$ cat src/rtl/tx_sched_arb.sv
// tx_sched_arb: round-robin scheduler sharing one serial transmitter
// among N_REQ requesters; latches the byte, starts tx, reports done/err.
module tx_sched_arb #(
  parameter int N_REQ      = 4,
  parameter int DATA_WIDTH = 8,
  parameter int START_TO   = 20000,
  parameter int TO_WIDTH   = 16
) (
  input  logic                        clk,
  input  logic                        rst_n,
  input  logic                        en,
  input  logic [N_REQ-1:0]            req,
  input  logic [N_REQ*DATA_WIDTH-1:0] req_data,
  output logic [N_REQ-1:0]            grant,
  output logic [N_REQ-1:0]            done,
  output logic                        err,
  output logic                        tx_start,
  output logic [DATA_WIDTH-1:0]       tx_pi,
  input  logic                        tx_busy,
  output logic                        sched_busy
);

  localparam int IW = (N_REQ > 1) ? $clog2(N_REQ) : 1;
  localparam logic [IW:0] NREQ_W = (IW+1)'(N_REQ);

  typedef enum logic [2:0] {
    S_IDLE,
    S_LOAD,
    S_START,
    S_WAIT,
    S_ACK
  } state_t;

  state_t state_q, state_d;

  logic                  busy_m, busy_s;
  logic [IW-1:0]         last_q, last_d;
  logic [IW-1:0]         win_q, win_d;
  logic [IW-1:0]         pick;
  logic [IW:0]           cand;
  logic                  found;
  logic [DATA_WIDTH-1:0] tx_pi_q, tx_pi_d;
  logic [TO_WIDTH-1:0]   cnt_q, cnt_d;
  logic                  to_q, to_d;
  logic [N_REQ-1:0]      win_oh;

  // tx_busy comes from the divided tx clock domain
  always_ff @(posedge clk or negedge rst_n) begin
    if (!rst_n) begin
      busy_m <= 1'b0;
      busy_s <= 1'b0;
    end else begin
      busy_m <= tx_busy;
      busy_s <= busy_m;
    end
  end

  // Scan from last+N down to last+1 so the nearest requester wins
  always_comb begin
    pick  = '0;
    found = 1'b0;
    cand  = '0;
    for (int i = N_REQ; i >= 1; i--) begin
      cand = {1'b0, last_q} + (IW+1)'(i);
      if (cand >= NREQ_W) cand = cand - NREQ_W;
      if (req[cand[IW-1:0]]) begin
        found = 1'b1;
        pick  = cand[IW-1:0];
      end
    end
  end

  always_comb begin
    state_d = state_q;
    last_d  = last_q;
    win_d   = win_q;
    tx_pi_d = tx_pi_q;
    cnt_d   = cnt_q;
    to_d    = to_q;
    unique case (state_q)
      S_IDLE: begin
        if (en && found) begin
          win_d = pick;
          to_d  = 1'b0;
          for (int k = 0; k < N_REQ; k++) begin
            if (pick == IW'(k))
              tx_pi_d = req_data[k*DATA_WIDTH +: DATA_WIDTH];
          end
          state_d = S_LOAD;
        end
      end
      S_LOAD: begin
        cnt_d   = TO_WIDTH'(START_TO);
        state_d = S_START;
      end
      S_START: begin
        if (busy_s) begin
          state_d = S_WAIT;
        end else if (cnt_q <= TO_WIDTH'(1)) begin
          cnt_d   = '0;
          to_d    = 1'b1;
          state_d = S_ACK;
        end else begin
          cnt_d = cnt_q - TO_WIDTH'(1);
        end
      end
      S_WAIT: begin
        if (!busy_s) state_d = S_ACK;
      end
      S_ACK: begin
        last_d  = win_q;
        state_d = S_IDLE;
      end
      default: state_d = S_IDLE;
    endcase
  end

  always_ff @(posedge clk or negedge rst_n) begin
    if (!rst_n) begin
      state_q <= S_IDLE;
      last_q  <= IW'(N_REQ-1);
      win_q   <= '0;
      tx_pi_q <= '0;
      cnt_q   <= '0;
      to_q    <= 1'b0;
    end else begin
      state_q <= state_d;
      last_q  <= last_d;
      win_q   <= win_d;
      tx_pi_q <= tx_pi_d;
      cnt_q   <= cnt_d;
      to_q    <= to_d;
    end
  end

  assign win_oh     = {{(N_REQ-1){1'b0}}, 1'b1} << win_q;
  assign grant      = (state_q != S_IDLE) ? win_oh : '0;
  assign done       = (state_q == S_ACK) ? win_oh : '0;
  assign err        = (state_q == S_ACK) && to_q;
  assign tx_start   = (state_q == S_START);
  assign sched_busy = (state_q != S_IDLE);
  assign tx_pi      = tx_pi_q;

endmodule

$ cat config.mk
export PLATFORM = sky130hd
export DESIGN_NAME = tx_sched_arb
export DESIGN_NICKNAME = d
export VERILOG_FILES = /design/src/rtl/tx_sched_arb.sv
export SDC_FILE = /design/constraint.sdc
export NUM_CORES = 1
export LEC_CHECK = 0
export CELL_PAD_IN_SITES_DETAIL_PLACEMENT = 1
export CELL_PAD_IN_SITES_GLOBAL_PLACEMENT = 2
export CORE_ASPECT_RATIO = 0.9
export CORE_MARGIN = 2
export CORE_UTILIZATION = 30
export DETAILED_ROUTE_END_ITERATION = 10
export PLACE_DENSITY = 0.91
export SYNTH_ARGS = -nofsm -noshare
export SYNTH_HDL_FRONTEND = slang
export SYNTH_SLANG_ARGS = --single-unit
$ cat constraint.sdc
create_clock -name clk -period 6.14 [get_ports clk]
set_input_delay 0.921 -clock clk [delete_from_list [all_inputs] [get_ports clk]]
set_output_delay 0.921 -clock clk [all_outputs]
set_load 0.005 [all_outputs]
# --- Word level (Yosys, flattened, before mapping) ---
# Index checks and enable logic that the tools add are counted.
word_totals:
  register_bits: 34
  in_bits: 40
  output_inout_bits: 19
  elab_cells: 90
classes:
  add_sub_neg: 9
  n_lt_le_gt_ge: 9
  eq_ne: 12
  n_shift: 1
  muxes: 38
  n_reduce_logical: 13
op_table:
  columns: ["operator", "n"]
  rows:
  - ["$mux W16", 2]
  - ["$mux W8", 4]
  - ["$pmux W16 S2", 1]
  - ["$le A16 B1 Y1 const B", 1]
  - ["$mux W2", 8]
  - ["$sub A16 B1 Y16 const B", 1]
  - ["$ge A3 B3 Y1 const B", 4]
  - ["$lt A2 B3 Y1 const B", 4]
  - ["$mux W3", 4]
  - ["$pmux W3 S4", 1]
  - ["$mux W1", 11]
  - ["$bmux W1 S2", 4]
  - ["$mux W4", 2]
  - ["$sub A2 B1 Y2 const B", 4]
  - ["$add A2 B2 Y3 const B", 2]
  - ["$eq A3 B2 Y1 const B", 2]
  - ["$ne A2 B2 Y1 const B", 3]
  - ["$reduce_and A3 Y1", 2]
  - ["$eq A2 B2 Y1 const B", 2]
  - ["$reduce_and A2 Y1", 2]
  - ["$reduce_and A4 Y1", 1]
  - ["$reduce_bool A2 Y1", 2]
  - ["$reduce_bool A4 Y1", 1]
  - ["$shl A1 B2 Y4 const A", 1]
  - ["other kinds (12)", 13]

# --- Longest topological paths before layout ---
# Gate-level depths: netlist of run 1.
logic_depth:
  word_depth: 14
  depth_mapped: 7
  depth_no_buf: 7

# --- Worst setup path before layout of run 1 ---
# No wires, ideal clock.
synth_path:
  path_type: "register to register"
  start: "register cnt_q[0]"
  end: "register cnt_q[11]"
  setup_ns: 0.094
  arrival_ns: 2.045
  t_required_ns: 6.046
  path_slack_ns: 4.001
  stages_incl_launch_ff: 6
  path_buffers: 0
  synth_period_minus_slack_ns: 2.139
  cell_sequence: "dfrtp_1 -> or4_4 -> or3_4 -> or4_4 -> mux2i_1 -> a211oi_1"
synth_via:
  elab_chain_len: 4
  elab_cells_between_ends: 5
  classes_between: "1 x add/sub; 1 x order compare; 3 x mux"
synth_lines:
  columns: ["item", "line", "rtl"]
  rows:
  - ["from (decl)", "43", "logic [TO_WIDTH-1:0] cnt_q, cnt_d;"]
  - ["from (signal assigned)", "131", "cnt_q <= cnt_d;"]
  - ["$sub A16 B1 Y16 / $le A16 B1 Y1 (equally long branches)", "104, 99", null]
  - ["$mux W16 *", "99", "end else if (cnt_q <= TO_WIDTH'(1)) begin"]
  - ["$mux W16 *", "97", "if (busy_s) begin"]
  - ["$pmux W16 S2 *", "80", "unique case (state_q)"]
# Mark *: on every way between the ends. The rest lies on a longest branch, timed or not. The select of a mux whose other input is x is not followed.
# A chain may end at the register's enable or synchronous reset.

# --- Worst setup path in the final report of run 1 ---
layout_path:
  start: "register state_q[2]"
  end: "output port grant[1]"
layout_via:
  elab_chain_len: 2
layout_lines:
  columns: ["item", "line", "rtl"]
  rows:
  - ["from (decl)", "34", "state_t state_q, state_d;"]
  - ["from (signal assigned)", "127", "state_q <= state_d;"]
  - ["$reduce_bool A3 Y1", "137", "assign grant = (state_q != S_IDLE) ? win_oh : '0;"]
  - ["$mux W4", "137", null]
  - ["to (decl)", "14", "output logic [N_REQ-1:0] grant,"]
# Every way passes these cells.

==> flow_summary.yaml, run 1 <==
status:
  status: "finished, final reports clean"
power:
  p_sw_frac: 0.399
  combPwrFrac: 0.457
  clockPowerShare: 0.184
  p_switching_mw: 0.450
  power_density_mw_per_mm2: 404
  ir_drop_mv: 0.154
  p_leak_nw: 1.15
  p_int_mw: 0.678
  power_frac_seq: 0.359
synthesis:
  synth_nets: 265
  syn-instance-count: 223
  synthFlopType: "dfrtp_1"
  yosys-top-cells-area: "dfrtp_1 (40%), mux2i_1 (5.5%), nand2_1 (5.3%)"
  yosysWarnings: 0
  yosysTopAreaCell: "dfrtp_1"
  synth_top_area_share: 0.401
  seq_area_frac_synth: 0.427
  async_reset_ff_frac: 1.00
  synth-edff-count: 0
  syn_area_per_cell_um2: 8.96
  yosysUniqueCellTypes: 50
  ys_ff_latch: 34
  syn_area_mm2: 0.00200
finish:
  drive_above_1_share: 0.0807
  multi_input_area_mm2: 0.00110
  area_growth_pct: 39.9
  fillers: 790
  antenna_cells: 0
  utilization: 0.429
  regArea_um2: 853
  nets: 326
floorplan:
  die_h_um: 81.4
  coreArea_mm2: 0.00652
  die_area_mm2: 0.00733
  die_x_um: 90.0
  ios: 59
  start_util: 0.307
  placementRows: 28
detailed_routing:
  viasPerCell: 5.28
  drt-pass1-iter-count: 4
  num_vias: 1980
  drc: 0
  postRouteAntennaNets: 0
  routed_wirelength_um: 6180
  drt_iter0_markers: 98
  avgRoutedWirePerCell_um: 16.5
sta:
  fin_tns_setup_ps: 0
  timing.final.ws_setup_ps: 3150
  post-route-min-period_ps: 2990
  tightestPinTransition_ps: 1000
  finalCritPeriodShare: 0.488
  max_freq_ghz: 0.334
  drv_slew: 0
  maxSlewHeadroom: 0.329
  setup_viol: 0
  hold_violations: 0
  skew_ps: 5.31
  grt_setup_unrepaired: "no"
worst_hold_path:
  hold_class: "reg2reg"
critical_path:
  cp-end-kind: "primary output"
  max_stage_delay_ps: 700
  worstPathArrival_ps: 2070
  cp.depth: 3
  crit_fanout: 10
  crit_path_top_delay_cell: "nor3_1"
  worstPathRequired_ps: 5220
  critPathBufInv: 1
  rr_startpoint: "state_q[2]$_DFFE_PN0P_"
  endpoint: "grant[1]"
  crit_path_cell_trace: "nor3_1 > nor2_1 > clkdlybuf4s50_1"
  r2r_cells: 4
  cp-startpoint: "state_q[2]$_DFFE_PN0P_"
  start_kind: "flip-flop"
  reg2reg_setup_slack_ps: 3540
  rr_endpoint: "tx_pi[1]$_DFFE_PN0P_"
  crit_type: "reg2out"
  critPathTopFamily: "simple AND/OR/NAND/NOR gates"
global_routing:
  track_usage: 0.174
  grt_pass1_vias: 2074
  antenna_found_initial: 0
  grt_start_max_net_pins: 35
  grt_pass1_wl_um: 10300
  grt_overflow: 0
cts:
  cts_root_buf: "clkbuf_8"
  clk_latency_ps: 290
  cts-resized-gates: 0
  clock-sinks: 34
  cts_buffer_depth: 2
  h-tree-depth: 2
  cts-buffers-inserted: 5
  cts.clk_slew.worst_paths_ps: 70
  post_cts_buffers: 0
  cts_tree: "yes"
  postCtsHoldBufs: 0
flow_run:
  max_cap_viol_count: 0
placed_design:
  gp_congestion: 0.769
  dp_slack_ps: 2840
  port_buffers: 58
  dp_hpwl_um: 4570
metal layers:
layer	part of all wire	global-route usage	wire (µm)
met5	0	0	0
met1	0.47	0.223	2890
met4	0.013	0.0585	81
met2	0.49	0.303	3010
met3	0.033	0.0312	206
synth_stat cells, drive strengths merged (3+ instances only):
| library cell | count |
|---|---|
| nand3 | 7 |
| nand2b | 3 |
| clkbuf | 4 |
| nor2b | 4 |
| nor3 | 6 |
| nor4 | 5 |
| a22oi | 9 |
| mux2i | 11 |
| o21ai | 15 |
| o221ai | 8 |
| dfrtp | 32 |
| a21o | 3 |
| nor2 | 23 |
| a21oi | 10 |
| inv | 6 |
| o22ai | 3 |
| nand2 | 28 |
| or3 | 4 |
cell families after synthesis:
| group | Yosys count | share of synthesized area |
|---|---|---|
| compound gates | 66 | 0.226 |
| mux | 13 | 0.0664 |
| flops | 34 | 0.427 |
| buf+inv | 13 | 0.0257 |
| simple gates | 95 | 0.242 |
| fa+ha+maj | 2 | 0.0125 |
cell type report:
| cell class | instances | area share |
|---|---|---|
| well taps | 90 | 0.0403 |
| inverters | 7 | 0.00940 |
| repair buffers | 60 | 0.213 |
| flip-flops and latches | 34 | 0.305 |
| multi-input cells | 176 | 0.393 |
| clock inverters | 3 | 0.0143 |
| clock buffers | 5 | 0.0246 |
flip-flops by register name, summed over array words and instances, names as in the netlist:
register / count
busy_m: 1
win_q: 2
tx_pi: 8
cnt_q: 16
state_q: 3
to_q: 1
busy_s: 1
last_q: 2
through the flow:
step | cells | total power [mW] | instance area (µm²) | hold WS, ps
5_1_grt | 375 | 1.22 | 2800 | 373
3_5_place_dp | 367 | 0.924 | 2690 | 336
6_report | 375 | 1.13 | 2800 | 349
4_1_cts | 375 | 1.14 | 2800 | 352
2_1_floorplan | 223 | 0.691 | 2000 | 331
3_3_place_gp | 367 | 0.900 | 2690 | 332
power by group through the flow:
stage / combinational, mW / clock (mW) / sequential (mW)
5_1_grt: 0.574 / 0.223 / 0.420
2_1_floorplan: 0.317 / 0 / 0.374
3_5_place_dp: 0.518 / 0 / 0.406
4_1_cts: 0.521 / 0.213 / 0.403
6_report: 0.516 / 0.208 / 0.405
3_3_place_gp: 0.499 / 0 / 0.401
placed cells by master (no fill, tap or decap), drive strengths merged, types with 2 or more instances in the layout:
cell type and instances:
nor3b 2, mux2 2, o31ai 2, a21o 3, or4 2, o311ai 2, or3 4, o22ai 3
a22oi 9, nand2 28, nor3 6, mux2i 11, dfrtp 32, a31oi 2, nand2b 3, clkdlybuf4s50 58
clkbuf 5, a21oi 10, or3b 2, and2 2, o221ai 8, buf 2, a211oi 2, nand4 2
nor4 5, ha 2, clkinv 3, nor2b 4, o21ai 15, inv 6, nor2 23, nand3 7
dfstp 2
worst min-delay path by stage:
stage / from / to / slack [ps] / depth (start not counted)
floorplan: busy_m$_DFF_PN0_ / busy_s$_DFF_PN0_ / 330 / 0
detailed placement: busy_m$_DFF_PN0_ / busy_s$_DFF_PN0_ / 340 / 0
finish: busy_m$_DFF_PN0_ / busy_s$_DFF_PN0_ / 350 / 0
global placement: busy_m$_DFF_PN0_ / busy_s$_DFF_PN0_ / 330 / 0
global route: busy_m$_DFF_PN0_ / busy_s$_DFF_PN0_ / 370 / 0
CTS: busy_m$_DFF_PN0_ / busy_s$_DFF_PN0_ / 350 / 0
Power figures use the tool's default switching activity.
==> inputs of run 2 (changes only) <==
--- a/config.mk
+++ b/config.mk
@@ -9,9 +9,9 @@
 export CELL_PAD_IN_SITES_GLOBAL_PLACEMENT = 2
 export CORE_ASPECT_RATIO = 0.9
 export CORE_MARGIN = 2
-export CORE_UTILIZATION = 30
+export CORE_UTILIZATION = 25
 export DETAILED_ROUTE_END_ITERATION = 10
-export PLACE_DENSITY = 0.91
+export PLACE_DENSITY = 0.81
 export SYNTH_ARGS = -nofsm -noshare
 export SYNTH_HDL_FRONTEND = slang
 export SYNTH_SLANG_ARGS = --single-unit
==> constraint.sdc (replaced) <==
create_clock -name clk -period 2.5 [get_ports clk]
set_input_delay 0.375 -clock clk [delete_from_list [all_inputs] [get_ports clk]]
set_output_delay 0.375 -clock clk [all_outputs]
set_load 0.005 [all_outputs]
==> flow_summary.yaml, run 2 (synthesized netlist as in run 1, its figures left out) <==
cts:
  cts_root_buf: "clkbuf_8"
  cts-buffers-inserted: 5
  h-tree-depth: 2
  cts-resized-gates: 0
  post_cts_buffers: 0
  clock-sinks: 34
  cts_tree: "yes"
  postCtsHoldBufs: 0
  cts.clk_slew.worst_paths_ps: 80
  cts_buffer_depth: 2
  clk_latency_ps: 290
floorplan:
  placementRows: 30
  die_h_um: 88.8
  die_area_mm2: 0.00872
  ios: 59
  die_x_um: 98.2
  coreArea_mm2: 0.00766
  start_util: 0.261
power:
  p_int_mw: 1.73
  ir_drop_mv: 0.318
  clockPowerShare: 0.184
  power_mw: 2.86
  p_sw_frac: 0.395
  power_density_mw_per_mm2: 988
  p_switching_mw: 1.13
  p_leak_nw: 1.19
  power_frac_seq: 0.347
  combPwrFrac: 0.469
critical_path:
  crit_path_cell_trace: "nor2_2 > nand2_1 > nor3_1 > clkdlybuf4s50_1"
  rr_endpoint: "cnt_q[8]$_DFFE_PN0P_"
  crit_path_top_delay_cell: "clkdlybuf4s50_1"
  rr_startpoint: "cnt_q[0]$_DFFE_PN0P_"
  crit_type: "reg2out"
  cp-end-kind: "primary output"
  worstPathArrival_ps: 1920
  reg2reg_setup_slack_ps: 260
  crit_fanout: 8
  max_stage_delay_ps: 530
  r2r_cells: 7
  start_kind: "flip-flop"
  worstPathRequired_ps: 2120
sta:
  skew_ps: 8.36
  tightestPinTransition_ps: 509
  grt_setup_unrepaired: "no"
  hold_violations: 0
  maxSlewHeadroom: 0.658
  setup_viol: 0
  drv_slew: 0
  finalCritPeriodShare: 0.917
  post-route-min-period_ps: 2290
  max_freq_ghz: 0.436
  fin_tns_setup_ps: 0
finish:
  nets: 337
  utilization: 0.378
  fin_area_mm2: 0.00289
  largest_reg_flops: 16
  finalNonFillerCells: 392
  layout_common_cells: "clkdlybuf4s50_1 (58), dfrtp_1 (32), nand2_1 (28)"
  drive_above_1_share: 0.118
  final_common_cell: "clkdlybuf4s50_1"
  area_growth_pct: 44.8
  antenna_cells: 0
  top_register: "cnt_q"
placed_design:
  place_area_mm2: 0.00278
  place_inst: 384
  port_buffers: 58
  gp_congestion: 0.747
  dp_hpwl_um: 4550
detailed_routing:
  num_vias: 2026
  drc: 0
  drt-pass1-iter-count: 4
  avgRoutedWirePerCell_um: 15.9
  postRouteAntennaNets: 0
  routed_wirelength_um: 6210
  viasPerCell: 5.17
  drt_iter0_markers: 63
worst_hold_path:
  hold_class: "reg2reg"
  min_to: "busy_s$_DFF_PN0_"
  whs_path_depth: 0
  hold_start: "busy_m$_DFF_PN0_"
global_routing:
  grt_overflow: 0
  grt.met1_usage: 0.197
  grt_pass1_wl_um: 10000
  grt_pass1_vias: 2027
  grt_start_max_net_pins: 35
  track_usage: 0.142
  grt-busiest-layer: "met2"
  grt.met2_usage: 0.220
  met3_usage: 0.0340
  antenna_found_initial: 0
flow_run:
  max_cap_viol_count: 0
status:
  status: "finished, final reports clean"
-- run 2: cell types whose count changed in the layout (fill, tap and decap cells not counted), sizes merged --
cell and delta:
buf +11, clkinv -2, clkinvlp +2
-- run 2: power by group through the flow --
stage / sequential, mW / combinational, mW / clock [mW]
after global placement: 0.988 / 1.32 / 0
after CTS: 0.988 / 1.36 / 0.543
after global routing: 1.03 / 1.50 / 0.570
final: 0.991 / 1.34 / 0.526
after floorplan: 0.918 / 0.780 / 0
after detailed placement: 0.995 / 1.35 / 0
-- run 2: final cells by class --
| class | count | area (µm²) |
|---|---|---|
| clock buffer | 5 | 68.8 |
| timing repair buffer | 71 | 678 |
| clock inverter | 3 | 45.0 |
| tap | 96 | 120 |
| multi-input combinational | 176 | 1100 |
| sequential | 34 | 853 |
| fill | 928 | 4760 |
| inverter | 7 | 26.3 |
-- run 2: critical path: cells and delay by family, from the launching register on --
| kind | cells | cell delay (ps) |
|---|---|---|
| AND/OR/NAND/NOR | 3 | 610 |
| flip-flops | 1 | 480 |
| buffers and inverters | 1 | 530 |
-- run 2: routing by layer --
layer  up-vias  routed length [µm]
met1       995                3090
met3         6                 283
met4         0                  74
met5         -                   0
met2        40                2760
li1        985                   -
-- run 2: worst max path at each step --
stage,slack [ps],start,depth (start not counted),end
6_report,210,state_q[0]$_DFFE_PN0P_,4,done[0]
5_1_grt,60,state_q[0]$_DFFE_PN0P_,4,done[0]
4_1_cts,130,state_q[0]$_DFFE_PN0P_,4,done[0]
3_5_place_dp,160,req[1],6,tx_pi[5]$_DFFE_PN0P_
3_3_place_gp,210,req[0],6,tx_pi[7]$_DFFE_PN0P_
2_1_floorplan,360,cnt_q[0]$_DFFE_PN0P_,5,cnt_q[11]$_DFFE_PN0P_
-- run 2: through the flow --
step	hold slack [ps]	worst slack, ps
floorplan	79.4	361
global placement	336	206
detailed placement	345	156
CTS	364	134
global route	367	60.5
finish	363	208
==> inputs of run 3 (changes only) <==
==> constraint.sdc (replaced) <==
create_clock -name clk -period 2.05 [get_ports clk]
set_input_delay 0.3075 -clock clk [delete_from_list [all_inputs] [get_ports clk]]
set_output_delay 0.3075 -clock clk [all_outputs]
set_load 0.005 [all_outputs]
==> flow_summary.yaml, run 3 (synthesized netlist as in run 1, its figures left out) <==
cts:
  h-tree-depth: 2
  cts_tree: "yes"
  postCtsHoldBufs: 0
  cts_buffer_depth: 2
  cts-buffers-inserted: 5
  clk_latency_ps: 280
  cts.clk_slew.worst_paths_ps: 80
  cts_root_buf: "clkbuf_8"
  clock-sinks: 34
status:
  status: "finished with violations"
  violations: "negative setup slack"
finish:
  final_common_cell: "clkdlybuf4s50_1"
  nets: 361
  area_growth_pct: 55.3
  drive_above_1_share: 0.216
  utilization: 0.405
  fin_area_mm2: 0.00310
  top_register: "cnt_q"
  antenna_cells: 0
  fillers: 909
  layout_common_cells: "clkdlybuf4s50_1 (58), buf_4 (36), dfrtp_1 (29)"
  largest_reg_flops: 16
power:
  combPwrFrac: 0.536
  p_switching_mw: 1.43
  ir_drop_mv: 0.353
  clockPowerShare: 0.141
  power_density_mw_per_mm2: 1190
  p_leak_nw: 1.32
  power_frac_seq: 0.324
  power_mw: 3.69
  p_sw_frac: 0.388
  p_int_mw: 2.26
global_routing:
  grt_pass1_vias: 2241
  grt_pass1_wl_um: 10900
  grt_overflow: 0
  antenna_found_initial: 0
  grt_start_max_net_pins: 35
  track_usage: 0.154
floorplan:
  placementRows: 30
  ios: 59
  die_h_um: 88.8
  coreArea_mm2: 0.00766
  die_area_mm2: 0.00872
  die_x_um: 98.2
  start_util: 0.261
critical_path:
  worstPathRequired_ps: 2240
  crit_path_top_delay_cell: "or4_4"
  rr_startpoint: "cnt_q[2]$_DFFE_PN0P_"
  max_stage_delay_ps: 510
  reg2reg_setup_slack_ps: -60
  rr_endpoint: "cnt_q[11]$_DFFE_PN0P_"
  critPathBufInv: 0
  r2r_cells: 5
  crit_type: "reg2reg"
  crit_fanout: 2
  worstPathArrival_ps: 2300
  crit_path_cell_trace: "or4_4 > or3_4 > or4_4 > mux2i_1 > a211oi_1"
  critPathTopFamily: "simple AND/OR/NAND/NOR gates"
  cp-end-kind: "flip-flop"
  cp_common_cell: "or4_4"
  start_kind: "flip-flop"
worst_hold_path:
  hold_start: "busy_m$_DFF_PN0_"
  whs_path_depth: 0
  min_to: "busy_s$_DFF_PN0_"
  hold_class: "reg2reg"
placed_design:
  port_buffers: 58
  place_area_mm2: 0.00294
  dp_slack_ps: -68.9
  dp_hpwl_um: 4980
  gp_congestion: 0.791
detailed_routing:
  drc: 0
  drt_iter0_markers: 63
  routed_wirelength_um: 6690
  viasPerCell: 5.13
  drt-pass1-iter-count: 4
  avgRoutedWirePerCell_um: 16.1
  num_vias: 2134
  postRouteAntennaNets: 0
sta:
  drv_slew: 0
  maxSlewHeadroom: 0.660
  max_freq_ghz: 0.473
  skew_ps: 12.4
  finalCritPeriodShare: 1.03
  hold_violations: 0
  grt_setup_unrepaired: "yes"
  setup_viol: 1
  tightestPinTransition_ps: 509
  post-route-min-period_ps: 2110
  timing.final.ws_setup_ps: -63.7
flow_run:
  max_cap_viol_count: 0
==> run 3: cell types whose count changed in the layout (fill, tap and decap cells not counted), sizes merged <==
cell / before / now
clkinvlp: 2 / 0
clkbuf: 5 / 7
bufinv: 1 / 0
buf: 13 / 37
clkinv: 1 / 2
==> run 3: worst max path at each step <==
stage | startpoint | end | slack (ps) | cells after the start
after CTS | cnt_q[3]$_DFFE_PN0P_ | cnt_q[11]$_DFFE_PN0P_ | -70 | 5
after detailed placement | cnt_q[0]$_DFFE_PN0P_ | cnt_q[11]$_DFFE_PN0P_ | -70 | 5
final | cnt_q[2]$_DFFE_PN0P_ | cnt_q[11]$_DFFE_PN0P_ | -60 | 5
after global placement | cnt_q[3]$_DFFE_PN0P_ | cnt_q[11]$_DFFE_PN0P_ | -20 | 5
after global routing | cnt_q[3]$_DFFE_PN0P_ | cnt_q[11]$_DFFE_PN0P_ | -130 | 5
after floorplan | cnt_q[2]$_DFFE_PN0P_ | cnt_q[11]$_DFFE_PN0P_ | -60 | 5
==> run 3: layout make-up <==
cell class / count / area (µm²) / area share
well taps: 96 / 120 / 0.0387
clock buffers: 7 / 86.3 / 0.0278
clock inverters: 1 / 5.00 / 0.00161
inverters: 7 / 26.3 / 0.00847
flip-flops and latches: 34 / 857 / 0.276
multi-input cells: 176 / 1140 / 0.367
repair buffers: 95 / 871 / 0.281
==> run 3: repair_timing <==
action                     4_1_cts  5_1_grt
cloned                           0        0
resized for setup                6        8
setup endpoints to repair        7       15
buffers inserted                 1        3
pin swaps                        0        2
==> run 3: power groups by stage <==
stage / Clock (mW) / Combinational, mW / Sequential [mW]
3_3_place_gp: 0 / 1.86 / 1.18
5_1_grt: 0.572 / 2.19 / 1.24
4_1_cts: 0.541 / 1.94 / 1.18
6_report: 0.518 / 1.97 / 1.19
2_1_floorplan: 0 / 0.954 / 1.12
3_5_place_dp: 0 / 1.89 / 1.19
==> run 3: per-layer routing <==
metal,share of wire,wire length (µm),up-vias,global-route usage
li1,-,-,1022,-
met1,0.47,3120,1068,0.201
met2,0.49,3310,42,0.270
met3,0.034,225,2,0.0276
met4,0.0060,40,0,0.0336
met5,0,0,-,0
==> run 3: stage by stage <==
step	hold WS (ps)	instances	TNS [ps]
CTS	355	413	-72.8
detailed placement	339	404	-89.7
global placement	335	404	-23.2
floorplan	11.9	223	-64.2
finish	350	416	-63.7
global route	381	416	-143
